## config.mk

```make
export PLATFORM = sky130hd
export DESIGN_NAME = interboard_tx
export DESIGN_NICKNAME = d
export VERILOG_FILES = /design/src/rtl/interboard_tx.sv
export SDC_FILE = /design/constraint.sdc
export NUM_CORES = 1
export LEC_CHECK = 0
export ABC_AREA = 1
export CORE_ASPECT_RATIO = 1.25
export CORE_MARGIN = 5
export CORE_UTILIZATION = 30
export DETAILED_ROUTE_END_ITERATION = 8
export HOLD_SLACK_MARGIN = 0.1
export PLACE_DENSITY = 0.57
export SYNTH_ARGS = -nofsm -noshare
export SYNTH_HDL_FRONTEND = slang
export SYNTH_SLANG_ARGS = --single-unit
```

## constraint.sdc

```tcl
create_clock -name clk -period 2 [get_ports clk]
set_clock_uncertainty 0.15 [all_clocks]
set_input_delay 0.6 -clock clk [delete_from_list [all_inputs] [get_ports clk]]
set_output_delay 0.6 -clock clk [all_outputs]
set_load 0.01 [all_outputs]
```

## src/rtl/interboard_tx.sv

```systemverilog
// Transmit side of the interboard link: latches one game-control message, packs it
// into a 24-bit frame and sends it as four 6-bit words with a four-phase Req/Ack handshake.
module interboard_tx #(
    parameter int SETUP_CYC   = 4,
    parameter int TIMEOUT_CYC = 1048576
) (
    input  logic       clk,
    input  logic       rst,
    input  logic       ctrl_en,
    input  logic       ctrl_move_dir,
    input  logic [4:0] ctrl_block_x,
    input  logic [2:0] ctrl_block_y,
    input  logic [3:0] ctrl_msg_type,
    input  logic [5:0] ctrl_card,
    input  logic [2:0] ctrl_sel_len,
    input  logic       ack_in,
    output logic       req_out,
    output logic [5:0] data_out,
    output logic       data_oe,
    output logic       busy,
    output logic       done,
    output logic       timeout
);

    localparam int CW = $clog2(SETUP_CYC) + 1;
    localparam int TW = $clog2(TIMEOUT_CYC) + 1;

    localparam logic [CW-1:0] SETUP_LAST = CW'(SETUP_CYC - 1);
    localparam logic [TW-1:0] TO_LAST    = TW'(TIMEOUT_CYC - 1);

    localparam logic [2:0] ST_IDLE   = 3'd0;
    localparam logic [2:0] ST_SETUP  = 3'd1;
    localparam logic [2:0] ST_REQ_HI = 3'd2;
    localparam logic [2:0] ST_REQ_LO = 3'd3;
    localparam logic [2:0] ST_FINISH = 3'd4;
    localparam logic [2:0] ST_ABORT  = 3'd5;

    // Word 0 is the most significant slice of the frame.
    function automatic logic [5:0] word_sel(input logic [23:0] frame, input logic [1:0] idx);
        logic [5:0] w;
        case (idx)
            2'd0:    w = frame[23:18];
            2'd1:    w = frame[17:12];
            2'd2:    w = frame[11:6];
            2'd3:    w = frame[5:0];
            default: w = 6'd0;
        endcase
        return w;
    endfunction

    logic [2:0]    state_q, state_d;
    logic [23:0]   frame_q, frame_d;
    logic [1:0]    idx_q, idx_d;
    logic [CW-1:0] cnt_q, cnt_d;
    logic [TW-1:0] tcnt_q, tcnt_d;
    logic          ack_meta_q, ack_sync_q;
    logic          ack_s;
    logic          req_out_q, req_out_d;
    logic [5:0]    data_out_q, data_out_d;
    logic          data_oe_q, data_oe_d;
    logic          busy_q, busy_d;
    logic          done_q, done_d;
    logic          timeout_q, timeout_d;

    assign ack_s = ack_sync_q;

    // Next-state, frame latch, word index and setup/timeout counters.
    always_comb begin
        state_d = state_q;
        frame_d = frame_q;
        idx_d   = idx_q;
        cnt_d   = cnt_q;
        tcnt_d  = tcnt_q;
        case (state_q)
            ST_IDLE: begin
                if (ctrl_en) begin
                    frame_d = {ctrl_msg_type, ctrl_sel_len, ctrl_move_dir, ctrl_block_x,
                               ctrl_block_y, ctrl_card, 2'b10};
                    idx_d   = 2'd0;
                    cnt_d   = {CW{1'b0}};
                    state_d = ST_SETUP;
                end else begin
                    state_d = ST_IDLE;
                end
            end
            ST_SETUP: begin
                // A stuck-high Ack parks us here unbounded; the counter saturates.
                if ((cnt_q >= SETUP_LAST) && !ack_s) begin
                    state_d = ST_REQ_HI;
                    tcnt_d  = {TW{1'b0}};
                end else if (cnt_q < SETUP_LAST) begin
                    cnt_d = cnt_q + CW'(1);
                end else begin
                    cnt_d = cnt_q;
                end
            end
            ST_REQ_HI: begin
                if (ack_s) begin
                    state_d = ST_REQ_LO;
                    tcnt_d  = {TW{1'b0}};
                end else if (tcnt_q >= TO_LAST) begin
                    state_d = ST_ABORT;
                end else begin
                    tcnt_d = tcnt_q + TW'(1);
                end
            end
            ST_REQ_LO: begin
                if (!ack_s) begin
                    if (idx_q == 2'd3) begin
                        state_d = ST_FINISH;
                    end else begin
                        idx_d   = idx_q + 2'd1;
                        cnt_d   = {CW{1'b0}};
                        state_d = ST_SETUP;
                    end
                end else if (tcnt_q >= TO_LAST) begin
                    state_d = ST_ABORT;
                end else begin
                    tcnt_d = tcnt_q + TW'(1);
                end
            end
            ST_FINISH: state_d = ST_IDLE;
            ST_ABORT:  state_d = ST_IDLE;
            default:   state_d = ST_IDLE;
        endcase
    end

    // Outputs are decoded from the next state so every output is a flop.
    always_comb begin
        req_out_d  = (state_d == ST_REQ_HI);
        data_oe_d  = (state_d == ST_SETUP) || (state_d == ST_REQ_HI) || (state_d == ST_REQ_LO);
        busy_d     = (state_d != ST_IDLE);
        done_d     = (state_d == ST_FINISH);
        timeout_d  = (state_d == ST_ABORT);
        if (data_oe_d) begin
            data_out_d = word_sel(frame_d, idx_d);
        end else begin
            data_out_d = 6'd0;
        end
    end

    // Two-flop synchronizer for the asynchronous Ack from the remote board.
    always_ff @(posedge clk or negedge rst) begin
        if (!rst) begin
            ack_meta_q <= 1'b0;
            ack_sync_q <= 1'b0;
        end else begin
            ack_meta_q <= ack_in;
            ack_sync_q <= ack_meta_q;
        end
    end

    // Control state, frame and counters.
    always_ff @(posedge clk or negedge rst) begin
        if (!rst) begin
            state_q <= ST_IDLE;
            frame_q <= 24'd0;
            idx_q   <= 2'd0;
            cnt_q   <= {CW{1'b0}};
            tcnt_q  <= {TW{1'b0}};
        end else begin
            state_q <= state_d;
            frame_q <= frame_d;
            idx_q   <= idx_d;
            cnt_q   <= cnt_d;
            tcnt_q  <= tcnt_d;
        end
    end

    // Registered link and status outputs.
    always_ff @(posedge clk or negedge rst) begin
        if (!rst) begin
            req_out_q  <= 1'b0;
            data_out_q <= 6'd0;
            data_oe_q  <= 1'b0;
            busy_q     <= 1'b0;
            done_q     <= 1'b0;
            timeout_q  <= 1'b0;
        end else begin
            req_out_q  <= req_out_d;
            data_out_q <= data_out_d;
            data_oe_q  <= data_oe_d;
            busy_q     <= busy_d;
            done_q     <= done_d;
            timeout_q  <= timeout_d;
        end
    end

    assign req_out  = req_out_q;
    assign data_out = data_out_q;
    assign data_oe  = data_oe_q;
    assign busy     = busy_q;
    assign done     = done_q;
    assign timeout  = timeout_q;

endmodule
```

Yosys cells after proc, flatten, opt, wreduce, memory -nomap -nowiden

Cells that the tools add are included.

Bits in writable memories: 0
Flip-flop bits (word level): 66
Bits in read-only memories: 0
Output and inout bits: 11
Latch bits: 0
Memories kept: 0

Shift operators: 0
Muxes and demuxes: 26
Add/sub/neg operators: 3
Multiply operators: 0
Magnitude comparators: 3
Reduce and logical (&&, ||, !) cells: 11
Equal/unequal tests: 19
Bitwise logic cells: 0
Divide/modulo/power cells: 0

Operator list:

| cell                                                                     | number |
|---|---|
| 21-bit two-way mux                                                       | 4 |
| 21-bit one-hot mux with 3 select lines                                   | 1 |
| 24-bit two-way mux                                                       | 2 |
| 3-bit two-way mux                                                        | 10 |
| 6-bit one-hot mux with 4 select lines                                    | 1 |
| 21-bit by 1-bit adder with 21-bit output (second input constant)         | 1 |
| 21-bit by 20-bit >= comparator with 1-bit output (second input constant) | 1 |
| 2-bit != test (second input constant)                                    | 7 |
| 3-bit by 2-bit equality test with 1-bit output (second input constant)   | 4 |
| 3-bit one-hot mux with 4 select lines                                    | 1 |
| 3-bit one-hot mux with 3 select lines                                    | 1 |
| 3-bit nonzero test                                                       | 3 |
| 2-bit equality test (second input constant)                              | 3 |
| 3-bit by 1-bit equality test with 1-bit output (second input constant)   | 2 |
| 3-bit equality test (second input constant)                              | 2 |
| 2-bit two-way mux                                                        | 3 |
| 6-bit two-way mux                                                        | 1 |
| 6-bit AND reduction                                                      | 1 |
| 2-bit one-hot mux with 2 select lines                                    | 1 |
| 3-bit by 1-bit adder with 3-bit output (second input constant)           | 1 |
| 3-bit by 2-bit >= comparator with 1-bit output (second input constant)   | 1 |
| 3-bit zero test                                                          | 1 |
| 3-bit by 2-bit < comparator with 1-bit output (second input constant)    | 1 |
| 3-bit AND reduction                                                      | 1 |
| other kinds (7)                                                          | 8 |

Depth between registers and ports, before layout

Word-level depth: 8
Mapped depth: 13
Depth with buffers taken out: 13

Worst setup path after synthesis

No wires, ideal clock.

Path kind: reg-to-reg
Start: register tcnt_q[0]
End: register data_out_q[0], in the netlist data_out[0]
Cell stages (with the launch flop): 12
Data arrival time: 1573 ps
Buffers on the path: 0
Clock period less this slack: 1844 ps
Slack: 156 ps
Path through: dfrtp_1 ha_1 nand3_1 nor2_1 nand3_1 nand3_4 nand2_1 nand2_1 nor2_1 nand3_2 nand2_4 nor2_1

Word-level cells in the longest chain between the ends: 8

RTL lines:

| what                                                                                                             | RTL line | source |
|---|---|---|
| start: declaration                                                                                               | 55       | `logic [TW-1:0] tcnt_q, tcnt_d;` |
| start signal: assignment                                                                                         | 160      | `tcnt_q <= {TW{1'b0}};` |
| start signal: assignment                                                                                         | 166      | `tcnt_q <= tcnt_d;` |
| 21-bit by 20-bit >= comparator with 1-bit output *                                                               | 101, 116 |  |
| 3-bit two-way mux *                                                                                              | 101, 116 |  |
| 3-bit two-way mux, on equally long branches                                                                      | 108, 98  |  |
| 3-bit one-hot mux with 4 select lines *                                                                          | 74       | `case (state_q)` |
| 3-bit by 1-bit equality test with 1-bit output or 3-bit by 2-bit equality test with 1-bit output (tied branches) | 131      | `data_oe_d = (state_d == ST_SETUP) \|\| (state_d == ST_REQ_HI) \|\| (state_d == ST_REQ_LO);` |
| 1-bit logical OR                                                                                                 | 131      |  |
| 1-bit logical OR *                                                                                               | 131      |  |
| 6-bit two-way mux *                                                                                              | 135      | `if (data_oe_d) begin` |
| via data_out_d[0]                                                                                                | 59       | `logic [5:0] data_out_q, data_out_d;` |
| end signal: assignment                                                                                           | 181      | `data_out_q <= data_out_d;` |
| end: declaration                                                                                                 | 59       |  |

Mark *: on every way through the listed nets, which the timed path passes. The rest lies on a longest branch.
A chain may end at the register's enable or synchronous reset.

Worst setup path in the final report

Start: register tcnt_q[1]
End: register data_out_q[3], in the netlist data_out[3]

The elaborated chain is that of the path after synthesis.

==> results.json <==
{
  "nets": 551,
  "clk_pin_slew_worst_paths_ps": 60,
  "port-buffer-count": 36,
  "p_total_mw": 6.501,
  "worstSetupPathType": "flip-flop to flip-flop",
  "cp_data_required_time_ps": 2070,
  "rsz0062_at_grt": "true",
  "core-area_um2": 11140,
  "synth-compound-area-share": 0.08157,
  "cts_tree": "done",
  "ys_async_sr_fraction": 1.000,
  "pre_cts_ws_ps": -349.9,
  "clockRootBuffer": "clkbuf_16",
  "setup_violations": 0,
  "grt_pass1_wl_um": 14220,
  "clk_path_buf_depth": 2,
  "die_w_um": 105.5,
  "synth_mux_area_frac": 0.005852,
  "vdd_drop_max_v": 0.0007050,
  "overflow": 0,
  "critPathSlowestCell": "dfrtp_1",
  "hold_class": "flip-flop to flip-flop",
  "clock_latency_ps": 340,
  "drt-total-wl_um": 8709,
  "n_antenna_cell": 0,
  "synth-xor-area-share": 0.005121,
  "worstMarginPinSlew_ps": 455.4,
  "dp_cells": 631,
  "slowest_delay_ps": 430,
  "dpl.hpwl_um": 6305,
  "drtIter0Drc": 73,
  "drc": 0,
  "grt_pass1_vias": 3078,
  "finalSetupTns_ps": 0,
  "antenna_left": 0,
  "cts.sinks": 66,
  "yosys.area_share.simple": 0.3372,
  "final_cell_count_no_fill": 662,
  "place_area_um2": 4205,
  "min_from": "ack_meta_q",
  "hold_violations": 0,
  "setup_ws_ps": 37.74,
  "row_count": 43,
  "holdWs_ps": 211.8,
  "ys_types": 34,
  "vias": 3046,
  "path_max_fanout": 8,
  "gp_congestion": 0.8266,
  "vias_per_cell": 4.601,
  "final_common_cell": "nand2_1",
  "syn_inst": 430,
  "start_kind": "flip-flop",
  "finalCoreUtilization": 0.4353,
  "wire_per_inst_um": 13.16,
  "cap_violations": 0,
  "most-common-layout-cells": "125 x nand2_1, 64 x dfrtp_1, 48 x inv_1",
  "ys.flop_type": "dfrtp_1",
  "die_h_um": 129.4,
  "antenna_found_initial": 0,
  "path_cells": "ha_2 -> nand3_4 -> nor2_4 -> nand3_2 -> nand3_4 -> buf_6 -> nand2_2 -> nand2_2 -> nor2_4 -> nand3_2 -> nand2_4 -> nor2_1",
  "r2r-start": "tcnt_q[1]",
  "relSlewSlack": 0.6964,
  "end_kind": "flip-flop",
  "fin_crit_sh": 0.9811,
  "powerDensity_nw_per_um2": 1341,
  "die_area_um2": 13650,
  "track_usage": 0.1316,
  "startpoint": "tcnt_q[1]",
  "critPathTopFamily": "simple AND/OR/NAND/NOR gates",
  "syn_to_final_growth_pct": 41.73,
  "yosys_warnings": 0,
  "drive_gt1_frac": 0.2713,
  "synth_top_family_by_area": "simple AND/OR/NAND/NOR gates",
  "initial_utilization": 0.3072,
  "seq_area_frac_synth": 0.4828,
  "report.final.slew_viol_count": 0,
  "grt_max_degree": 33,
  "avgSynthCellArea_um2": 7.955,
  "cts_made_buffers": 9,
  "p_leak_nw": 2.363,
  "ys_ff_latch": 66,
  "cp.arrival_ps": 2030,
  "fin_crit_ps": 1962,
  "max_freq_mhz": 509.6,
  "fin_area_um2": 4848,
  "synth_area_um2": 3421,
  "critPathBufInv": 1,
  "drt_first_pass_iters": 4,
  "synthAdderAreaFrac": 0.01097,
  "syn_nets": 459,
  "ios": 37,
  "synth_edf_count": 0,
  "cts_max_level": 3,
  "status": "finished, final reports clean"
}
## registers in the layout (all words and copies together), names as in the netlist
name,count
idx_q,2
ack_meta_q,1
ack_s,1
tcnt_q,21
req_out,1
frame_q,24
done,1
busy,1
cnt_q,3
timeout,1
data_out,6
data_oe,1
state_q,3
## what timing repair did
| item | CTS | global route |
|---|---|---|
| hold endpoints to repair | 15 | 0 |
| cloned | 0 | 1 |
| setup endpoints to repair | 11 | 29 |
| hold buffers | 1 | 0 |
| resized for setup | 7 | 57 |
| pin swaps | 1 | 16 |
| buffers inserted | 0 | 13 |
## cells by family after synthesis
logic type	Yosys count
compound gates	46
xor+xnor	2
mux	2
flops	66
simple gates	247
buf+inv	64
fa+ha+maj	3
## metal layers
| layer | vias to the layer above | routed length (um) | track usage |
|---|---|---|---|
| li1 | 1550 | - | - |
| met1 | 1432 | 3748 | 0.1510 |
| met2 | 49 | 4522 | 0.2361 |
| met3 | 15 | 282 | 0.03438 |
| met4 | 0 | 155 | 0.04878 |
| met5 | - | 0 | 0 |
## cell usage after synthesis (2+ instances only)
| cell | instances | share of area |
|---|---|---|
| nand2_1 | 135 | 0.15 |
| dfrtp_1 | 66 | 0.48 |
| inv_1 | 54 | 0.059 |
| nor2_1 | 43 | 0.047 |
| nand3_1 | 25 | 0.037 |
| o21ai_0 | 19 | 0.028 |
| a21oi_1 | 10 | 0.015 |
| nor3_1 | 8 | 0.012 |
| nand4_1 | 7 | 0.013 |
| o21ai_1 | 7 | 0.010 |
| nand2_2 | 6 | 0.011 |
| nand2_4 | 6 | 0.020 |
| inv_2 | 5 | 0.0055 |
| nor2_4 | 4 | 0.013 |
| or2_2 | 4 | 0.0073 |
| ha_1 | 3 | 0.011 |
| nor2_2 | 3 | 0.0055 |
| o22ai_1 | 3 | 0.0055 |
| buf_2 | 2 | 0.0029 |
| buf_6 | 2 | 0.0066 |
| mux2i_1 | 2 | 0.0059 |
| nand3_2 | 2 | 0.0059 |
| nand3_4 | 2 | 0.010 |
| xor2_1 | 2 | 0.0051 |
## final cells by class
class	instances	area, um2
clock buffer	10	229.0
clock inverter	6	91.34
fill	1087	6289
inverter	59	231.5
multi-input combinational	300	1652
sequential	66	1654
tap	135	168.9
timing repair buffer	86	822.0
## report_power, final
| part | total [mW] | internal (mW) | switching [mW] |
|---|---|---|---|
| logic | 2.90 | 1.33 | 1.57 |
| registers | 1.89 | 1.71 | 0.173 |
| clock network | 1.71 | 1.09 | 0.617 |
## path summary, 6_finish.rpt
kind / to / slack, ps / cells past startpoint
hold reg to reg: ack_s / 210 / 0
setup / recovery: data_out[3] / 40 / 12
min in group asynchronous: tcnt_q[14] / 590 / 2
setup reg to reg: data_out[3] / 40 / 12
max in group asynchronous: data_out[0] / 570 / 3
hold / removal: ack_s / 210 / 0
Note: power is estimated with default switching activity, not from simulation.
